## config.mk

```make
export PLATFORM = sky130hd
export DESIGN_NAME = lsu_flat
export DESIGN_NICKNAME = d
export VERILOG_FILES = /design/src/rtl/lsu_if.sv /design/src/rtl/lsu.sv /design/src/flat_wrapper.sv
export SDC_FILE = /design/constraint.sdc
export NUM_CORES = 1
export LEC_CHECK = 0
export ABC_AREA = 1
export BUFFER_PORTS_ARGS = -buffer_cell sky130_fd_sc_hd__clkbuf_2
export CORE_ASPECT_RATIO = 1.25
export CORE_MARGIN = 5
export CORE_UTILIZATION = 45
export CTS_CLUSTER_SIZE = 10
export DETAILED_ROUTE_END_ITERATION = 7
export MAX_ROUTING_LAYER = met4
export PLACE_DENSITY = 0.82
export SLEW_MARGIN = 20
export SYNTH_ARGS = -nofsm -noshare
export SYNTH_HDL_FRONTEND = slang
export SYNTH_SLANG_ARGS = --single-unit
```

## constraint.sdc

```tcl
create_clock -name clk -period 2.64 [get_ports clk]
set_input_delay 0.132 -clock clk [delete_from_list [all_inputs] [get_ports clk]]
set_output_delay 0.132 -clock clk [all_outputs]
set_load 0.005 [all_outputs]
```

## src/rtl/lsu_if.sv

```systemverilog
// Bundles the three LSU-facing ports: request from the ALU stage,
// the word-wide data-memory port, and the writeback result.
// The LSU uses the slave side; whoever surrounds it uses the master side.
interface lsu_if;
    logic        req_valid;
    logic        req_ready;
    logic        req_we;
    logic [2:0]  req_funct3;
    logic [31:0] req_addr;
    logic [31:0] req_wdata;
    logic [4:0]  req_rd;

    logic        mem_valid;
    logic        mem_ready;
    logic        mem_we;
    logic [31:0] mem_addr;
    logic [3:0]  mem_wstrb;
    logic [31:0] mem_wdata;
    logic        mem_rvalid;
    logic [31:0] mem_rdata;

    logic        wb_valid;
    logic [4:0]  wb_rd;
    logic [31:0] wb_data;
    logic        wb_err;
    logic [1:0]  wb_cause;

    modport slave (
        input  req_valid, req_we, req_funct3, req_addr, req_wdata, req_rd,
        input  mem_ready, mem_rvalid, mem_rdata,
        output req_ready,
        output mem_valid, mem_we, mem_addr, mem_wstrb, mem_wdata,
        output wb_valid, wb_rd, wb_data, wb_err, wb_cause
    );

    modport master (
        output req_valid, req_we, req_funct3, req_addr, req_wdata, req_rd,
        output mem_ready, mem_rvalid, mem_rdata,
        input  req_ready,
        input  mem_valid, mem_we, mem_addr, mem_wstrb, mem_wdata,
        input  wb_valid, wb_rd, wb_data, wb_err, wb_cause
    );
endinterface

```

## src/rtl/lsu.sv

```systemverilog
// Load/store unit: one word-wide memory transaction per RV32I load/store,
// with lane placement for stores, sign/zero extension for loads, and
// error reporting for misalignment, illegal widths and memory timeouts.
module lsu #(
    parameter int unsigned TIMEOUT_CYCLES = 255
) (
    input logic   clk,
    input logic   rst,
    lsu_if.slave  bus
);

    typedef enum logic [1:0] {
        IDLE,
        REQ,
        WAIT,
        DONE
    } state_t;

    state_t      state_q;
    logic        opWe_q;
    logic [2:0]  opFunct3_q;
    logic [1:0]  opAddrLow_q;
    logic [4:0]  opRd_q;
    logic [31:0] timeoutCnt_q;
    logic [31:0] timeoutCnt_d;

    logic        reqIllegal;
    logic        reqMisaligned;
    logic [31:0] storeWdata;
    logic [3:0]  storeWstrb;
    logic [7:0]  loadByte;
    logic [15:0] loadHalf;
    logic [31:0] loadData;
    logic        timeoutHit;

    assign bus.req_ready = (state_q == IDLE) && !rst;

    // Classify the incoming request: illegal width codes first, then alignment.
    always_comb begin
        reqIllegal = 1'b1;
        case (bus.req_funct3)
            3'b000, 3'b001, 3'b010: reqIllegal = 1'b0;
            3'b100, 3'b101:         reqIllegal = bus.req_we;
            default:                reqIllegal = 1'b1;
        endcase
        reqMisaligned = ((bus.req_funct3[1:0] == 2'b01) && bus.req_addr[0]) ||
                        ((bus.req_funct3[1:0] == 2'b10) && (bus.req_addr[1:0] != 2'b00));
    end

    // Replicate store data across lanes and pick byte enables from the low address bits.
    always_comb begin
        storeWdata = bus.req_wdata;
        storeWstrb = 4'b1111;
        case (bus.req_funct3[1:0])
            2'b00: begin
                storeWdata = {4{bus.req_wdata[7:0]}};
                storeWstrb = 4'b0001 << bus.req_addr[1:0];
            end
            2'b01: begin
                storeWdata = {2{bus.req_wdata[15:0]}};
                storeWstrb = 4'b0011 << bus.req_addr[1:0];
            end
            default: begin
                storeWdata = bus.req_wdata;
                storeWstrb = 4'b1111;
            end
        endcase
    end

    // Pull the addressed byte/half out of the returned word and extend it.
    always_comb begin
        case (opAddrLow_q)
            2'b00:   loadByte = bus.mem_rdata[7:0];
            2'b01:   loadByte = bus.mem_rdata[15:8];
            2'b10:   loadByte = bus.mem_rdata[23:16];
            default: loadByte = bus.mem_rdata[31:24];
        endcase
        loadHalf = opAddrLow_q[1] ? bus.mem_rdata[31:16] : bus.mem_rdata[15:0];
        case (opFunct3_q)
            3'b000:  loadData = {{24{loadByte[7]}}, loadByte};
            3'b100:  loadData = {24'd0, loadByte};
            3'b001:  loadData = {{16{loadHalf[15]}}, loadHalf};
            3'b101:  loadData = {16'd0, loadHalf};
            default: loadData = bus.mem_rdata;
        endcase
    end

    // Timeout counter saturates at its limit so a late handshake can still win once.
    always_comb begin
        timeoutHit   = (TIMEOUT_CYCLES != 0) && (timeoutCnt_q == TIMEOUT_CYCLES);
        timeoutCnt_d = timeoutHit ? timeoutCnt_q : timeoutCnt_q + 32'd1;
    end

    // Transaction FSM with all memory and writeback outputs registered.
    always_ff @(posedge clk) begin
        if (rst) begin
            state_q       <= IDLE;
            opWe_q        <= 1'b0;
            opFunct3_q    <= 3'd0;
            opAddrLow_q   <= 2'd0;
            opRd_q        <= 5'd0;
            timeoutCnt_q  <= 32'd0;
            bus.mem_valid <= 1'b0;
            bus.mem_we    <= 1'b0;
            bus.mem_addr  <= 32'd0;
            bus.mem_wstrb <= 4'd0;
            bus.mem_wdata <= 32'd0;
            bus.wb_valid  <= 1'b0;
            bus.wb_rd     <= 5'd0;
            bus.wb_data   <= 32'd0;
            bus.wb_err    <= 1'b0;
            bus.wb_cause  <= 2'd0;
        end else begin
            case (state_q)
                IDLE: begin
                    if (bus.req_valid) begin
                        opWe_q       <= bus.req_we;
                        opFunct3_q   <= bus.req_funct3;
                        opAddrLow_q  <= bus.req_addr[1:0];
                        opRd_q       <= bus.req_rd;
                        timeoutCnt_q <= 32'd0;
                        if (reqIllegal || reqMisaligned) begin
                            state_q      <= DONE;
                            bus.wb_valid <= 1'b1;
                            bus.wb_rd    <= 5'd0;
                            bus.wb_data  <= 32'd0;
                            bus.wb_err   <= 1'b1;
                            bus.wb_cause <= reqIllegal ? 2'b10 : 2'b01;
                        end else begin
                            state_q       <= REQ;
                            bus.mem_valid <= 1'b1;
                            bus.mem_we    <= bus.req_we;
                            bus.mem_addr  <= {bus.req_addr[31:2], 2'b00};
                            bus.mem_wstrb <= bus.req_we ? storeWstrb : 4'd0;
                            bus.mem_wdata <= bus.req_we ? storeWdata : 32'd0;
                        end
                    end
                end
                REQ: begin
                    timeoutCnt_q <= timeoutCnt_d;
                    if (bus.mem_ready) begin
                        state_q       <= WAIT;
                        bus.mem_valid <= 1'b0;
                    end else if (timeoutHit) begin
                        state_q       <= DONE;
                        bus.mem_valid <= 1'b0;
                        bus.wb_valid  <= 1'b1;
                        bus.wb_rd     <= 5'd0;
                        bus.wb_data   <= 32'd0;
                        bus.wb_err    <= 1'b1;
                        bus.wb_cause  <= 2'b11;
                    end
                end
                WAIT: begin
                    timeoutCnt_q <= timeoutCnt_d;
                    if (bus.mem_rvalid) begin
                        state_q      <= DONE;
                        bus.wb_valid <= 1'b1;
                        bus.wb_rd    <= opWe_q ? 5'd0 : opRd_q;
                        bus.wb_data  <= opWe_q ? 32'd0 : loadData;
                        bus.wb_err   <= 1'b0;
                        bus.wb_cause <= 2'b00;
                    end else if (timeoutHit) begin
                        state_q      <= DONE;
                        bus.wb_valid <= 1'b1;
                        bus.wb_rd    <= 5'd0;
                        bus.wb_data  <= 32'd0;
                        bus.wb_err   <= 1'b1;
                        bus.wb_cause <= 2'b11;
                    end
                end
                default: begin
                    state_q      <= IDLE;
                    bus.wb_valid <= 1'b0;
                    bus.wb_rd    <= 5'd0;
                    bus.wb_data  <= 32'd0;
                    bus.wb_err   <= 1'b0;
                    bus.wb_cause <= 2'd0;
                end
            endcase
        end
    end

endmodule

```

## src/flat_wrapper.sv

```systemverilog
// flat-port wrapper written by rule: the top's interface ports become plain ports
module lsu_flat 
#(
    parameter int unsigned TIMEOUT_CYCLES = 255
)
  (clk, rst, bus_req_valid, bus_req_we, bus_req_funct3, bus_req_addr, bus_req_wdata, bus_req_rd, bus_mem_ready, bus_mem_rvalid, bus_mem_rdata, bus_req_ready, bus_mem_valid, bus_mem_we, bus_mem_addr, bus_mem_wstrb, bus_mem_wdata, bus_wb_valid, bus_wb_rd, bus_wb_data, bus_wb_err, bus_wb_cause);
  lsu_if bus_i ();
  input logic clk;
  input logic rst;
  input wire logic [$bits(bus_i.req_valid)-1:0] bus_req_valid;
  input wire logic [$bits(bus_i.req_we)-1:0] bus_req_we;
  input wire logic [$bits(bus_i.req_funct3)-1:0] bus_req_funct3;
  input wire logic [$bits(bus_i.req_addr)-1:0] bus_req_addr;
  input wire logic [$bits(bus_i.req_wdata)-1:0] bus_req_wdata;
  input wire logic [$bits(bus_i.req_rd)-1:0] bus_req_rd;
  input wire logic [$bits(bus_i.mem_ready)-1:0] bus_mem_ready;
  input wire logic [$bits(bus_i.mem_rvalid)-1:0] bus_mem_rvalid;
  input wire logic [$bits(bus_i.mem_rdata)-1:0] bus_mem_rdata;
  output wire logic [$bits(bus_i.req_ready)-1:0] bus_req_ready;
  output wire logic [$bits(bus_i.mem_valid)-1:0] bus_mem_valid;
  output wire logic [$bits(bus_i.mem_we)-1:0] bus_mem_we;
  output wire logic [$bits(bus_i.mem_addr)-1:0] bus_mem_addr;
  output wire logic [$bits(bus_i.mem_wstrb)-1:0] bus_mem_wstrb;
  output wire logic [$bits(bus_i.mem_wdata)-1:0] bus_mem_wdata;
  output wire logic [$bits(bus_i.wb_valid)-1:0] bus_wb_valid;
  output wire logic [$bits(bus_i.wb_rd)-1:0] bus_wb_rd;
  output wire logic [$bits(bus_i.wb_data)-1:0] bus_wb_data;
  output wire logic [$bits(bus_i.wb_err)-1:0] bus_wb_err;
  output wire logic [$bits(bus_i.wb_cause)-1:0] bus_wb_cause;
  assign bus_i.req_valid = bus_req_valid;
  assign bus_i.req_we = bus_req_we;
  assign bus_i.req_funct3 = bus_req_funct3;
  assign bus_i.req_addr = bus_req_addr;
  assign bus_i.req_wdata = bus_req_wdata;
  assign bus_i.req_rd = bus_req_rd;
  assign bus_i.mem_ready = bus_mem_ready;
  assign bus_i.mem_rvalid = bus_mem_rvalid;
  assign bus_i.mem_rdata = bus_mem_rdata;
  assign bus_req_ready = bus_i.req_ready;
  assign bus_mem_valid = bus_i.mem_valid;
  assign bus_mem_we = bus_i.mem_we;
  assign bus_mem_addr = bus_i.mem_addr;
  assign bus_mem_wstrb = bus_i.mem_wstrb;
  assign bus_mem_wdata = bus_i.mem_wdata;
  assign bus_wb_valid = bus_i.wb_valid;
  assign bus_wb_rd = bus_i.wb_rd;
  assign bus_wb_data = bus_i.wb_data;
  assign bus_wb_err = bus_i.wb_err;
  assign bus_wb_cause = bus_i.wb_cause;
  lsu #(.TIMEOUT_CYCLES(TIMEOUT_CYCLES)) u_core (.clk(clk), .rst(rst), .bus(bus_i));
endmodule
```

==> key figures <==
Route
  – Vias per cell: 5.40
  – Antenna Nets Post-Route: 0
  – DR WL/cell: 16.3 µm
  – Overall via count from detail_route: 8797
  – Post-Route WL: 26.6 mm
  – Detailed Route Iter0 Violations: 882
  – DRC violations left: 0
  – Drt pass-1 iters: 6

Timing
  – Setup_tns: 0 ns
  – Max_slew headroom: 55.2%
  – Hold Violations, Final: 0
  – Period utilization: 86.9%
  – Final setup violating endpoints: 0
  – Hold slack: 0.00325 ns
  – Slew of the pin with the lowest slew margin: 0.671 ns
  – Max Fclk: 436 MHz
  – Final Max Slew Viols: 0
  – RSZ-0062 raised after global routing: false
  – Crit path time final: 2.29 ns
  – Clock Skews: 0.0112 ns

Yosys
  – Simple logic cell fraction of the synthesized area: 33.4%
  – Top-area cell type share of the netlist area: 39.5%
  – Most frequent cell after synthesis: nand2_1
  – Mean Syn Cell Area: 6.72 µm²
  – Syn Inst Count: 1162
  – Compound-gate portion of the synthesized area: 16.0%
  – #FFs+latches synth: 154
  – Sequential fraction of the synthesis area: 39.5%
  – Synth Flop Type: dfxtp_1
  – Number of flops mapped to enable cells by yosys: 0
  – Adder-cell share of the synthesized area: 0.961%
  – Cell variety after synth: 37
  – Synth Warn #: 0
  – Syn Std Cell Area: 7810 µm²
  – Most frequent cells after synthesis: nand2_1 (383), dfxtp_1 (154), nor2_1 (144), a21oi_1 (140), inv_1 (71)
  – Top cells by area, synth: dfxtp_1 (39%), nand2_1 (18%), a21oi_1 (9.0%)
  – Synth area leader: dfxtp_1
  – Xor/xnor share of the synthesized area: 1.46%
  – Post-synth ARST share: 0%
  – Main combinational cell family by area after synthesis: simple AND/OR/NAND/NOR gates
  – Mux contribution to synthesized area: 0%

Critical path
  – Worst setup path class: register to register
  – CP required: 2.99 ns
  – CP Capture Type: register
  – Nature of the critical path startpoint: register
  – Max FO, Critical Path: 35
  – WP data arrival: 2.64 ns

Layout
  – Final Instance Count excl. Fillers: 1630
  – # diodes: 0
  – Final Instance Area: 9980 µm²
  – Final Util: 58.8%
  – Share of cells above drive strength 1: 21.1%
  – # nets final: 1513
  – Synth-to-layout area growth: 27.8%

Clocking
  – Clock Tree Buf Depth: 2
  – Post-CTS setup buffer count: 0
  – H-tree levels: 4
  – Sink Count: 154
  – Hold-fix buffers, CTS: 43
  – CTS Buf Count: 17
  – Post-CTS sizing: 0
  – Clock Latency Late Sink: 0.43 ns
  – CTS root buffer: clkbuf_16
  – Clk pin slew, worst setup/hold paths: 0.07 ns
  – CTS tree: built

Global routing
  – Global Route Usage Sum: 26.8%
  – Met1 Usage GRT: 32.0%
  – Grt ovf: 0
  – Global routing usage on met3: 5.30%
  – Initial antenna violation count: 0
  – Gr busiest metal: met2
  – First-pass GRT wire length: 42.4 mm
  – Global Route met2 Usage: 42.7%
  – Largest net degree at the start of global routing: 50
  – Vias in the first global route: 8405

Power and ir drop
  – VDD IR max: 0.000466 V
  – PD cells: 774 nW/µm²
  – P_leak: 4.21 nW

Place
  – IO Port Bufs: 219
  – HPWL Detailed: 18.2 mm
  – GP Congestion: 0.985
  – Placed cell area: 8940 µm²
  – Placed cell count: 1555

Floorplan
  – Core area: 17000 µm²
  – Initial core utilization: 46.0%
  – Die X: 128 µm
  – Row count: 53
  – Die area: 20100 µm²
  – Die height: 157 µm
  – # IOs: 222

Hold path
  – Worst min-delay path category: primary input to register

Flow run
  – Max_cap viols: 0

Outcome
  – Status: completed
layout by cell type, fill, tap and decap left out, types with 3 or more instances in the layout:
master and n:
nand2_1 383, clkbuf_2 218, dfxtp_1 154, nor2_1 144, a21oi_1 140, inv_1 71, nand3_1 45, dlygate4sd3_1 43
o211ai_1 31, o21ai_0 25, nand4_1 24, clkbuf_16 17, buf_4 15, o2111ai_1 12, xor2_1 9, inv_2 8
ha_1 6, a211oi_1 5, inv_6 5, nand2_2 4, nor2_4 4, nand2_4 4, xnor2_1 4, o22ai_1 4
or2_2 4, nor2_2 3
routing by layer:
metal,up-vias,wire [µm]
li1,4239,-
met1,4016,10300
met2,446,12800
met3,96,2190
met4,0,1310
met5,-,0
state kept, by name, indices dropped and copies added (netlist names):
register and count:
u_core.bus.wb_valid 1, u_core.state_q 2, u_core.opWe_q 1, u_core.timeoutCnt_q 32, u_core.opFunct3_q 3, u_core.bus.mem_addr 30, u_core.bus.wb_data 32, u_core.bus.wb_rd 5
u_core.bus.mem_wstrb 4, u_core.bus.mem_valid 1, u_core.bus.wb_cause 2, u_core.opRd_q 5, u_core.bus.wb_err 1, u_core.bus.mem_we 1, u_core.bus.mem_wdata 32, u_core.opAddrLow_q 2
metrics by stage:
step / power [mW] / setup WS, ns
after floorplan: 4.50 / 0.822
after global placement: 5.07 / 0.511
after detailed placement: 5.11 / 0.466
after CTS: 7.67 / 0.401
after global routing: 8.13 / 0.178
final: 7.73 / 0.346
power by group:
part           total, mW  internal [mW]  switching, mW  leakage (nW)
Sequential          2.67           2.52          0.149          1.25
Combinational       2.50          0.752           1.75          2.67
Clock               2.55           1.47           1.08         0.295
kinds of logic after synthesis:
| family | count (synthesis) |
|---|---|
| simple gates | 625 |
| compound gates | 220 |
| flops | 154 |
| buf+inv | 143 |
| xor+xnor | 13 |
| fa+ha+maj | 6 |
| other cells | 1 |
cell type report:
type / count / area (µm²)
tap: 220 / 275
inverter: 81 / 304
fill: 1591 / 6990
sequential: 154 / 3080
timing repair buffer: 277 / 1650
clock buffer: 19 / 453
clock inverter: 13 / 155
multi-input combinational: 866 / 4060
path summary, 6_finish.rpt:
| kind | end | depth (start not counted) | startpoint | slack, ns |
|---|---|---|---|---|
| setup / recovery | u_core.bus.mem_wdata[3]$_SDFFE_PP0P_ | 10 | u_core.state_q[1]$_SDFFE_PP0P_ | 0.35 |
| hold / removal | u_core.bus.mem_wdata[19]$_SDFFE_PP0P_ | 3 | bus_req_wdata[19] | 0.003 |
| setup reg to reg | u_core.bus.mem_wdata[3]$_SDFFE_PP0P_ | 10 | u_core.state_q[1]$_SDFFE_PP0P_ | 0.35 |
| hold reg to reg | u_core.bus.mem_wdata[9]$_SDFFE_PP0P_ | 2 | u_core.bus.mem_wdata[9]$_SDFFE_PP0P_ | 0.46 |
critical path, stage by stage, from the launching register on:
cell and delay (ns):
dfxtp_1 0.43, inv_1 0.11, ha_1 0.27, inv_2 0.16, nor2_4 0.06, nand2_4 0.08
nor2_4 0.04, inv_2 0.48, buf_12 0.27, nand2_1 0.08, a21oi_1 0.20
No activity file was read; power rests on OpenSTA's default activity.
